`src/rtl/alu_muldiv_seq.sv`:
```
// Sequential RV32I/RV32M ALU. Base ops and divide special cases finish in one cycle.
// Multiply and divide iterate one bit per cycle. Define ALU_FAST_MUL_EN for a single-cycle multiplier.
module alu_muldiv_seq #(
  parameter int XLEN = 32,
  parameter int SHW  = $clog2(XLEN)
) (
  input  logic            clk,
  input  logic            rst_n,
  input  logic            in_valid,
  output logic            in_ready,
  input  logic [XLEN-1:0] A,
  input  logic [XLEN-1:0] B,
  input  logic [3:0]      Data_sel,
  output logic            out_valid,
  input  logic            out_ready,
  output logic [XLEN-1:0] res,
  output logic            busy
);

  localparam logic [1:0] IDLE = 2'd0;
  localparam logic [1:0] BUSY = 2'd1;
  localparam logic [1:0] DONE = 2'd2;

  localparam logic [3:0] OP_ADD  = 4'd0;
  localparam logic [3:0] OP_SUB  = 4'd1;
  localparam logic [3:0] OP_SLL  = 4'd2;
  localparam logic [3:0] OP_SLT  = 4'd3;
  localparam logic [3:0] OP_SLTU = 4'd4;
  localparam logic [3:0] OP_XOR  = 4'd5;
  localparam logic [3:0] OP_SRL  = 4'd6;
  localparam logic [3:0] OP_SRA  = 4'd7;
  localparam logic [3:0] OP_OR   = 4'd8;
  localparam logic [3:0] OP_AND  = 4'd9;
  localparam logic [3:0] OP_MUL  = 4'd10;
  localparam logic [3:0] OP_MULH = 4'd11;
  localparam logic [3:0] OP_DIV  = 4'd12;
  localparam logic [3:0] OP_DIVU = 4'd13;

  localparam logic [XLEN-1:0] MOST_NEG = {1'b1, {(XLEN-1){1'b0}}};

  logic [1:0]      state;
  logic [SHW-1:0]  cnt;
  logic [3:0]      op;
  logic [XLEN-1:0] acc;   // product high half / partial remainder
  logic [XLEN-1:0] mq;    // multiplier / dividend shifting into quotient
  logic [XLEN-1:0] opd;   // multiplicand / divisor magnitude
  logic            neg;   // negate the final result

  function automatic logic [XLEN-1:0] base_op(input logic [3:0]      sel,
                                              input logic [XLEN-1:0] a,
                                              input logic [XLEN-1:0] b);
    logic [SHW-1:0]  sh;
    logic [XLEN-1:0] r;
    sh = b[SHW-1:0];
    case (sel)
      OP_ADD:  r = a + b;
      OP_SUB:  r = a - b;
      OP_SLL:  r = a << sh;
      OP_SLT:  r = {{(XLEN-1){1'b0}}, $signed(a) < $signed(b)};
      OP_SLTU: r = {{(XLEN-1){1'b0}}, a < b};
      OP_XOR:  r = a ^ b;
      OP_SRL:  r = a >> sh;
      OP_SRA:  r = $unsigned($signed(a) >>> sh);
      OP_OR:   r = a | b;
      OP_AND:  r = a & b;
      default: r = '0;
    endcase
    return r;
  endfunction

  // Request decode: single-cycle result or operand magnitudes for iteration.
  logic            is_mul, is_div, is_rem, is_signed;
  logic            a_neg, b_neg, neg_in, div_zero, div_ovf, fast_path;
  logic [XLEN-1:0] a_mag, b_mag, fast_res;
`ifdef ALU_FAST_MUL_EN
  logic [2*XLEN-1:0] mul_full;
`endif

  // NOTE: every always_comb output is given a default before any branch so no latch is inferred.
  always_comb begin
    is_mul    = Data_sel[3:1] == 3'b101;
    is_div    = Data_sel[3:2] == 2'b11;
    is_rem    = is_div && Data_sel[1];
    is_signed = is_mul || (is_div && !Data_sel[0]);
    a_neg     = is_signed && A[XLEN-1];
    b_neg     = is_signed && B[XLEN-1];
    a_mag     = a_neg ? -A : A;
    b_mag     = b_neg ? -B : B;
    neg_in    = is_rem ? a_neg : (a_neg ^ b_neg);
    div_zero  = is_div && (B == '0);
    div_ovf   = is_div && is_signed && (A == MOST_NEG) && (B == '1);
    fast_path = (!is_mul && !is_div) || div_zero || div_ovf;
    fast_res  = base_op(Data_sel, A, B);
    if (div_zero) begin
      fast_res = is_rem ? A : '1;
    end else if (div_ovf) begin
      fast_res = is_rem ? '0 : A;
    end
`ifdef ALU_FAST_MUL_EN
    mul_full = {{XLEN{A[XLEN-1]}}, A} * {{XLEN{B[XLEN-1]}}, B};
    if (is_mul) begin
      fast_path = 1'b1;
      fast_res  = (Data_sel == OP_MUL) ? mul_full[XLEN-1:0] : mul_full[2*XLEN-1:XLEN];
    end
`endif
  end

  // One iteration step plus the sign-corrected result of the final step.
  logic              op_mul, take;
  logic [XLEN:0]     add_sum, shifted;
  logic [XLEN-1:0]   acc_nx, mq_nx, quot, rem_v, iter_res;
  logic [2*XLEN-1:0] prod;

  always_comb begin
    op_mul  = op[3:1] == 3'b101;
    add_sum = {1'b0, acc} + (mq[0] ? {1'b0, opd} : '0);
    shifted = {acc, mq[XLEN-1]};
    take    = shifted >= {1'b0, opd};
    if (op_mul) begin
      acc_nx = add_sum[XLEN:1];
      mq_nx  = {add_sum[0], mq[XLEN-1:1]};
    end else if (take) begin
      acc_nx = shifted[XLEN-1:0] - opd;
      mq_nx  = {mq[XLEN-2:0], 1'b1};
    end else begin
      acc_nx = shifted[XLEN-1:0];
      mq_nx  = {mq[XLEN-2:0], 1'b0};
    end
    prod  = {acc_nx, mq_nx};
    if (neg) prod = -prod;
    quot  = neg ? -mq_nx : mq_nx;
    rem_v = neg ? -acc_nx : acc_nx;
    case (op)
      OP_MUL:          iter_res = prod[XLEN-1:0];
      OP_MULH:         iter_res = prod[2*XLEN-1:XLEN];
      OP_DIV, OP_DIVU: iter_res = quot;
      default:         iter_res = rem_v;
    endcase
  end

  // NOTE: state registers use non-blocking assignments so every flop samples pre-edge values.
  always_ff @(posedge clk or negedge rst_n) begin
    if (!rst_n) begin
      state <= IDLE;
      cnt   <= '0;
      op    <= OP_ADD;
      acc   <= '0;
      mq    <= '0;
      opd   <= '0;
      neg   <= 1'b0;
      res   <= '0;
    end else begin
      case (state)
        IDLE: begin
          if (in_valid) begin
            op <= Data_sel;
            if (fast_path) begin
              res   <= fast_res;
              state <= DONE;
            end else begin
              state <= BUSY;
              cnt   <= SHW'(XLEN-1);
              acc   <= '0;
              mq    <= is_mul ? b_mag : a_mag;
              opd   <= is_mul ? a_mag : b_mag;
              neg   <= neg_in;
            end
          end
        end
        BUSY: begin
          acc <= acc_nx;
          mq  <= mq_nx;
          cnt <= cnt - 1'b1;
          if (cnt == '0) begin
            res   <= iter_res;
            state <= DONE;
          end
        end
        DONE: begin
          if (out_ready) state <= IDLE;
        end
        default: state <= IDLE;
      endcase
    end
  end

  assign in_ready  = (state == IDLE);
  assign out_valid = (state == DONE);
  assign busy      = (state == BUSY);

endmodule

```
`config.mk`:
```
export PLATFORM = sky130hd
export DESIGN_NAME = alu_muldiv_seq
export DESIGN_NICKNAME = d
export VERILOG_FILES = /design/src/rtl/alu_muldiv_seq.sv
export SDC_FILE = /design/constraint.sdc
export NUM_CORES = 1
export LEC_CHECK = 0
export BUFFER_PORTS_ARGS = -buffer_cell sky130_fd_sc_hd__buf_2
export CAP_MARGIN = 20
export CELL_PAD_IN_SITES_DETAIL_PLACEMENT = 1
export CELL_PAD_IN_SITES_GLOBAL_PLACEMENT = 1
export CORE_MARGIN = 4
export CORE_UTILIZATION = 45
export CTS_CLUSTER_DIAMETER = 150
export CTS_CLUSTER_SIZE = 25
export DETAILED_ROUTE_END_ITERATION = 12
export GPL_TIMING_DRIVEN = 0
export HOLD_SLACK_MARGIN = 0.03
export PLACE_DENSITY = 0.84
export SLEW_MARGIN = 20
export SYNTH_ARGS = -nofsm -noshare
export SYNTH_HDL_FRONTEND = slang
export SYNTH_SLANG_ARGS = --single-unit
```
`constraint.sdc`:
```
create_clock -name clk -period 7.5 [get_ports clk]
set_input_delay 1.5 -clock clk [delete_from_list [all_inputs] [get_ports clk]]
set_output_delay 1.5 -clock clk [all_outputs]
set_load 0.005 [all_outputs]
```
==> flow_summary.yaml <==
run_status:
  status: "complete, but fails checks"
  violations: "negative setup slack"
clocking:
  cts_buffers: 17
  cts_tree: "yes"
  clock_latency_ns: 0.46
  htreeDepth: 4
  holdBufCountCts: 0
  clock_path_buffers: 2
  clkTransAtPathRegs_ns: 0.06
  root_buffer: "clkbuf_16"
  cts_sinks: 140
power:
  leakage_nw: 10.9
  p_per_area_nw_per_um2: 406
  totalPowerFinal_w: 0.0106
  ir_worst_vdd_uv: 197
synth:
  ys_ff_latch: 140
  yosys_warnings: 0
  avgSynthCellArea_um2: 7.02
  yosysTopAreaCell: "dfrtp_1"
  ys.flop_type: "dfrtp_1"
  synth_top_cell_area_share_pct: 14.6
  synth_cell_types: 103
  synthTopCellsByArea: "dfrtp_1 15%, ha_1 8.7%, a21oi_1 6.8%"
  async_flop_share_pct: 100
  synth_edf_count: 0
  syn_area_um2: 24000
  synth_cells: 3422
  synth_seq_area_share_pct: 14.6
  syn_nets: 3666
cells_and_area:
  final_util_pct: 49.7
  nFillCells: 7044
  finalInstanceArea_um2: 26200
  layout.cells.non_filler: 4252
  fin_nets: 3790
  area_growth_pct: 9.09
  drive_above_1_share_pct: 7.50
  final_common_cell: "nor2_1"
  final_cell_mix: "342 x nor2_1, 327 x a21oi_1, 309 x o21ai_0"
timing:
  slew_headroom_pct: 21.3
  drv_slew: 0
  worstMarginPinSlew_ns: 1.17
  report.final.hold_viol_count: 0
  period_needed_ns: 7.70
  setup_viol: 1
  final.setup_skew_ns: 0.0130
  rsz0062_at_grt: "no"
  setup_ws_ns: -0.204
  whs_ns: 0.486
  fin_crit_sh_pct: 103
  fmax_mhz: 130
critical_path:
  crit_path_end_kind: "flop"
  r2r_slack_ns: 0.09
  r2r-start: "op[2]"
  r2r_cells: 21
  startpoint_type: "primary input"
  reg2reg_to: "res[8]"
  cp-startpoint: "B[4]"
  critPathMaxFanout: 11
  critical_path_class: "primary input to flop"
  required_ns: 7.88
  arrival_ns: 8.08
  critPathCapture: "res[31]"
drt:
  vias_per_cell: 7.30
  first_pass_iters: 8
  wire_per_inst_um: 34.6
  drt_iter0_drc: 3341
  drc: 0
  wl_um: 147000
  via_count: 31000
  final_antenna_net_count: 0
placed_design:
  dp_hpwl_um: 119000
  dpl_cell_area_um2: 25500
  gp_congestion: 1.12
  portBuffers: 105
  placedCellCount: 4219
grt:
  track_usage_pct: 49.6
  grt_pass1_wl_um: 210000
  grt-ovfl-total: 0
  grt_max_degree: 72
  antenna_found_initial: 5
  grt_pass1_vias: 31800
floorplan:
  dieArea_um2: 57200
  die_h_um: 239
  num_rows: 84
  die_w_um: 239
  start_util_pct: 45.5
  io_pins: 107
  core_area_um2: 52800
hold_path:
  hold_path_class: "flop to flop"
job:
  drv_cap: 0
## cells in the mapped netlist (40+ instances only)
cell,n
o211ai_1,45
a21oi_1,327
nand4_1,40
mux2i_1,104
inv_1,164
and2_1,55
xor2_1,52
clkbuf_1,204
dfrtp_1,140
ha_1,168
a21o_1,58
a211oi_1,94
nand2_1,302
xnor2_1,124
nor3_1,71
o21ai_0,309
a31oi_1,42
nand3_1,104
nor2_1,344
## per-stage QoR
stage | TNS (ns) | worst slack (ns)
floorplan | 0 | 1.62
global placement | -142.78 | -1.71
detailed placement | -138.49 | -1.65
CTS | 0 | 0.0289
global route | 0 | 0.0500
finish | -0.204 | -0.204
## worst max-delay path, cell delays in order
cell       delay, ns
buf_2           0.12
clkbuf_1        0.61
clkinv_1        0.73
clkbuf_1        0.49
ha_1            0.41
clkbuf_1        0.35
nand2b_1        0.10
a21oi_1         0.16
a211o_1         0.23
a2111oi_2       0.18
o311ai_0        0.97
a21oi_1         0.32
a21boi_0        0.40
o21bai_1        0.19
o41ai_1         0.73
o211ai_1        0.17
o21ai_0         0.12
a221oi_1        0.14
o21ai_1         0.15
## state kept, by name, summed over array words and instances (netlist names)
name and flops:
state 2, neg 1, mq 32, opd 32, acc 32, op 4, cnt 5, res 32
## how the worst min path moves through the flow
stage,from,endpoint,cells after the start
detailed placement,res[11],res[11],2
floorplan,cnt[0],cnt[0],1
CTS,res[11],res[11],2
global route,cnt[0],cnt[0],1
finish,res[11],res[11],2
global placement,res[8],res[8],2
## cell families (layout without fill, tap and decap cells)
kind of cell / Yosys count / in the layout / synth area share (%)
AOI/OAI and AO/OA: 1265 / 1265 / 34.4
xor gates and xnor gates: 176 / 176 / 6.42
adders and majority gates: 172 / 172 / 9.08
buffers and inverters: 419 / 556 / 6.71
DFF: 140 / 140 / 14.6
muxes: 133 / 133 / 6.69
other: 0 / 5 / 0
and+or+nand+nor: 1117 / 1117 / 22.1
## cell type report
class / instances / area, um2 / area share (%)
Clock buffer: 21 / 450 / 1.72
Multi-Input combinational cell: 2863 / 19000 / 72.4
Timing Repair Buffer: 110 / 591 / 2.25
Tap cell: 688 / 861 / 3.28
Sequential cell: 140 / 3500 / 13.4
Buffer: 245 / 986 / 3.76
Antenna cell: 5 / 12.5 / 0.0477
Inverter: 169 / 636 / 2.42
Clock inverter: 11 / 191 / 0.730
## layer usage
metal / share of wire [%] / vias up / track usage, %
met5: 0.0088 / - / 0
met2: 45 / 2199 / 81.3
met4: 13 / 2 / 52.0
met1: 33 / 14900 / 50.5
li1: - / 12900 / -
met3: 8.6 / 1016 / 11.0
## power by group
group          total (W)  switching [W]  internal, W
clock           0.000966       0.000368     0.000598
combinational    0.00810        0.00556      0.00254
sequential       0.00157       0.000474      0.00110
total             0.0106        0.00640      0.00423
## timing repair
item	4_1_cts	5_1_grt
buffers inserted	0	1
endpoints found under the setup margin	133	23
gates resized for setup	11	5
pin swaps	0	1
Power figures use the tool's default switching activity.
